### src/rtl/vga_scan_gen.sv
`default_nettype none
// ============================================================================
//  Module   : vga_scan_gen
//  Brief    : Raster scan generator (640x480@60 default) with registered,
//             mutually aligned coordinate, sync, blanking and tick outputs.
//  Revision : 1.0
// ============================================================================
module vga_scan_gen #(
    parameter int CLK_DIV   = 2,
    parameter int H_VISIBLE = 640,
    parameter int H_FP      = 16,
    parameter int H_SYNC    = 96,
    parameter int H_BP      = 48,
    parameter int V_VISIBLE = 480,
    parameter int V_FP      = 10,
    parameter int V_SYNC    = 2,
    parameter int V_BP      = 33
) (
    input  logic        clk,
    input  logic        BTN_S,
    output logic [10:0] visible_col,
    output logic [10:0] visible_row,
    output logic        hsync,
    output logic        vsync,
    output logic        video_on,
    output logic        pix_tick,
    output logic        frame_tick
);

    localparam int c_H_TOTAL = H_VISIBLE + H_FP + H_SYNC + H_BP;
    localparam int c_V_TOTAL = V_VISIBLE + V_FP + V_SYNC + V_BP;
    localparam int c_DIV_W   = (CLK_DIV > 1) ? $clog2(CLK_DIV) : 1;

    localparam logic [c_DIV_W-1:0] c_DIV_LAST = c_DIV_W'(CLK_DIV - 1);
    localparam logic [c_DIV_W-1:0] c_DIV_ONE  = c_DIV_W'(1);
    localparam logic [10:0]        c_ONE      = 11'd1;
    localparam logic [10:0]        c_H_LAST   = 11'(c_H_TOTAL - 1);
    localparam logic [10:0]        c_V_LAST   = 11'(c_V_TOTAL - 1);
    localparam logic [10:0]        c_H_VIS    = 11'(H_VISIBLE);
    localparam logic [10:0]        c_V_VIS    = 11'(V_VISIBLE);
    localparam logic [10:0]        c_HS_BEG   = 11'(H_VISIBLE + H_FP);
    localparam logic [10:0]        c_HS_END   = 11'(H_VISIBLE + H_FP + H_SYNC);
    localparam logic [10:0]        c_VS_BEG   = 11'(V_VISIBLE + V_FP);
    localparam logic [10:0]        c_VS_END   = 11'(V_VISIBLE + V_FP + V_SYNC);

    logic [c_DIV_W-1:0] r_div_cnt;
    logic [c_DIV_W-1:0] w_div_nxt;
    logic [10:0]        w_h_nxt;
    logic [10:0]        w_v_nxt;

    // Next-state counters; the registered outputs are decoded from these so
    // sync/blank always describe the coordinate shown in the same cycle.
    always_comb begin
        w_div_nxt = (r_div_cnt == c_DIV_LAST) ? '0 : r_div_cnt + c_DIV_ONE;
        w_h_nxt   = visible_col;
        w_v_nxt   = visible_row;
        if (pix_tick) begin
            if (visible_col == c_H_LAST) begin
                w_h_nxt = '0;
                w_v_nxt = (visible_row == c_V_LAST) ? 11'd0 : visible_row + c_ONE;
            end else begin
                w_h_nxt = visible_col + c_ONE;
            end
        end
    end

    always_ff @(posedge clk) begin
        if (!BTN_S) begin
            r_div_cnt   <= '0;
            visible_col <= '0;
            visible_row <= '0;
            hsync       <= 1'b1;
            vsync       <= 1'b1;
            video_on    <= 1'b0;
            pix_tick    <= 1'b0;
            frame_tick  <= 1'b0;
        end else begin
            r_div_cnt   <= w_div_nxt;
            visible_col <= w_h_nxt;
            visible_row <= w_v_nxt;
            hsync       <= !((w_h_nxt >= c_HS_BEG) && (w_h_nxt < c_HS_END));
            vsync       <= !((w_v_nxt >= c_VS_BEG) && (w_v_nxt < c_VS_END));
            video_on    <= (w_h_nxt < c_H_VIS) && (w_v_nxt < c_V_VIS);
            pix_tick    <= (w_div_nxt == c_DIV_LAST);
            frame_tick  <= (w_div_nxt == c_DIV_LAST) && (w_h_nxt == c_H_LAST)
                           && (w_v_nxt == c_V_LAST);
        end
    end

endmodule
`default_nettype wire

### config.mk
export PLATFORM = sky130hd
export DESIGN_NAME = vga_scan_gen
export DESIGN_NICKNAME = d
export VERILOG_FILES = /design/src/rtl/vga_scan_gen.sv
export SDC_FILE = /design/constraint.sdc
export NUM_CORES = 1
export LEC_CHECK = 0
export ABC_AREA = 1
export BUFFER_PORTS_ARGS = -buffer_cell sky130_fd_sc_hd__buf_2
export CORE_MARGIN = 2
export CORE_UTILIZATION = 45
export DETAILED_ROUTE_END_ITERATION = 8
export PLACE_DENSITY = 0.67
export SETUP_SLACK_MARGIN = 0.15
export SYNTH_ARGS = -nofsm -noshare
export SYNTH_HDL_FRONTEND = slang
export SYNTH_SLANG_ARGS = --single-unit
### constraint.sdc
create_clock -name clk -period 2.8 [get_ports clk]
set_input_delay 0.56 -clock clk [delete_from_list [all_inputs] [get_ports clk]]
set_output_delay 0.56 -clock clk [all_outputs]
set_load 0.05 [all_outputs]
==> results.sh <==
export IMPL_avgSynthCellArea_sq_um=6.45
export IMPL_min_period_ps=2020
export IMPL_cp_slowest_cell="dfxtp_1"
export IMPL_netSwitchingFraction_pct=26.8
export IMPL_synth_most_common_cell="nand2_1"
export IMPL_worst_path_buf_inv=1
export IMPL_p_sw_mw=0.166
export IMPL_crit_family="simple AND/OR/NAND/NOR gates"
export IMPL_hold_depth=3
export IMPL_synth_edf_count=0
export IMPL_grt_use_total_pct=19.5
export IMPL_synth_area_leaders="dfxtp_1, nand2_1, nor2_1"
export IMPL_rsz0062_at_grt="no"
export IMPL_grt_pass1_wl_microns=6140
export IMPL_cts_sinks=27
export IMPL_cap_violations=0
export IMPL_clk_pin_slew_ps=160
export IMPL_critPathMaxStageDelay_ps=420
export IMPL_crit_chain="ha_1 > nand2_1 > nor2_4 > nand2_4 > nor2_8 > nand3_1 > nand2_1 > inv_1 > nand2_1 > nand2_1 > nand3b_1"
export IMPL_drt_initial_drc_count=99
export IMPL_critPathMostFrequentCell="nand2_1"
export IMPL_fmax_mhz=495
export IMPL_syn_cell_area_sq_um=1520
export IMPL_use_met1_pct=25.9
export IMPL_power_density_cell_area_nw_per_um2=358
export IMPL_hold_viol=0
export IMPL_synth_top_area_share_pct=35.5
export IMPL_ys_seq_area_share_pct=35.5
export IMPL_setup_tns_ps=0
export IMPL_crit_path_start_kind="register"
export IMPL_die_w_microns=62.1
export IMPL_diodes=0
export IMPL_cp_data_arrival_time_ps=2270
export IMPL_drc=0
export IMPL_firstDrtPassIters=4
export IMPL_fp_dieH_microns=62.1
export IMPL_finalCritPeriodShare_pct=72.1
export IMPL_postCtsHoldBufs=0
export IMPL_nets=270
export IMPL_use_met2_pct=32.2
export IMPL_status="finished clean"
export IMPL_cts_tree="yes"
export IMPL_synth_warnings=0
export IMPL_whs_ps=479
export IMPL_dp_hpwl_microns=2740
export IMPL_final_antenna_net_count=0
export IMPL_rr_worst_depth=11
export IMPL_slew_headroom_pct=53.5
export IMPL_io_buffers=28
export IMPL_drive_gt1_share_pct=15.2
export IMPL_seq_power_share_pct=64.1
export IMPL_first_global_vias=1412
export IMPL_endpoint_kind="register"
export IMPL_setup_viol=0
export IMPL_post_cts_buffers=0
export IMPL_clock_path_buffers=2
export IMPL_comb_power_share_pct=6.2
export IMPL_hold_path_class="input port to register"
export IMPL_intPower_mw=0.453
export IMPL_critPathKind="register to register"
export IMPL_gp_congestion=0.875
export IMPL_vias=1489
export IMPL_overflow=0
export IMPL_core_region_area_sq_um=3280
export IMPL_ys_types=26
export IMPL_p_leak_nw=0.868
export IMPL_die_area_sq_um=3860
export IMPL_finClkSkew_ps=9.34
export IMPL_htree_levels=1
export IMPL_cp_depth=11
export IMPL_clock_latency_ps=340
export IMPL_row_count=21
export IMPL_ir_drop_v=0.000159
export IMPL_syn_to_final_growth_pct=13.4
export IMPL_fin_util_pct=52.5
export IMPL_synth_common_cells="nand2_1, nor2_1, inv_1, dfxtp_1, nand3_1"
export IMPL_wire_per_inst_microns=11.2
export IMPL_cts_resized=0
export IMPL_antenna_found_initial=0
export IMPL_synth_cells=236
export IMPL_viasPerCell=4.80
export IMPL_busiest_layer="met2"
export IMPL_ys_seq_elements=27
export IMPL_worst_pin_slew_ps=696
export IMPL_worstPathRequired_ps=3060
export IMPL_routed_wl_microns=3490
export IMPL_syn_num_nets=241
export IMPL_cts_buffers=3
export IMPL_slew_viol_final=0
export IMPL_async_reset_ff_share_pct=0
export IMPL_start_util_pct=46.3
export IMPL_io_pins=29
export IMPL_clkPwrFrac_pct=29.7
export IMPL_synth_ff_type="dfxtp_1"
export IMPL_synth_top_area_cell="dfxtp_1"
export IMPL_use_met3_pct=2.90
export IMPL_critPathMaxFanout=18
export IMPL_grt_max_degree=22
export IMPL_root_buffer="clkbuf_4"
==> placed cells by master (no fill, tap or decap), types with 2 or more instances in the layout <==
cell	n
nand2_1	57
nor2_1	52
inv_1	32
buf_2	28
dfxtp_1	27
nand3_1	21
xor2_1	7
nand4_1	6
nor3_1	5
a21oi_1	4
o21ai_0	4
ha_1	3
clkbuf_4	3
nor3_2	2
o21bai_1	2
==> metrics by stage <==
stage | instances | cell area, sq um | power (mW) | worst slack [ps]
after floorplan | 236 | 1520 | 0.434 | 654
after global placement | 306 | 1700 | 0.443 | 814
after detailed placement | 306 | 1700 | 0.443 | 792
after CTS | 310 | 1730 | 0.622 | 770
after global routing | 310 | 1730 | 0.639 | 578
final | 310 | 1730 | 0.618 | 781
==> power by group through the flow <==
stage | combinational [mW] | clock [mW] | sequential, mW
detailed placement | 0.0384 | 0 | 0.405
floorplan | 0.0165 | 0 | 0.417
finish | 0.0382 | 0.184 | 0.396
CTS | 0.0384 | 0.187 | 0.396
global placement | 0.0392 | 0 | 0.404
global route | 0.0420 | 0.200 | 0.398
==> registers in the layout, indices dropped and copies added (netlist names) <==
register / count
visible_col: 11
visible_row: 11
frame_tick: 1
hsync: 1
r_div_cnt: 1
video_on: 1
vsync: 1
==> layer usage <==
layer / vias to the layer above / part of all wire, % / wire (microns)
met5: - / 0 / 0
met4: 0 / 2.0 / 70
met3: 7 / 3.1 / 109
met2: 29 / 46 / 1610
met1: 660 / 49 / 1700
li1: 793 / - / -
==> cell families after synthesis <==
kind of cell    count (synthesis)  share of synthesized area, %
compound gates                 11                          3.95
fa+ha+maj                       3                          2.47
flops                          27                          35.5
simple gates                  150                          43.8
buf+inv                        37                          9.70
xor+xnor                        8                          4.61
==> tightest hold or removal path: cells and delay by family <==
kind,cells,cell delay (ps)
AND/OR/NAND/NOR,1,70
buffers and inverters,2,170
==> path summary, 6_finish.rpt <==
path,to,startpoint,slack [ps]
hold / removal,visible_col[7],BTN_S,480
setup reg to reg,vsync,visible_col[0],780
setup / recovery,vsync,visible_col[0],780
hold reg to reg,visible_col[1],visible_col[1],510
==> area by class of cell <==
class                      count  area [sq um]
sequential                    27           541
multi-input combinational    172           833
inverter                      33           124
timing repair buffer          28           140
fill                         355          1560
clock inverter                 1          7.51
clock buffer                   3          22.5
tap                           46          57.6
(Power assumes the default switching activity.)
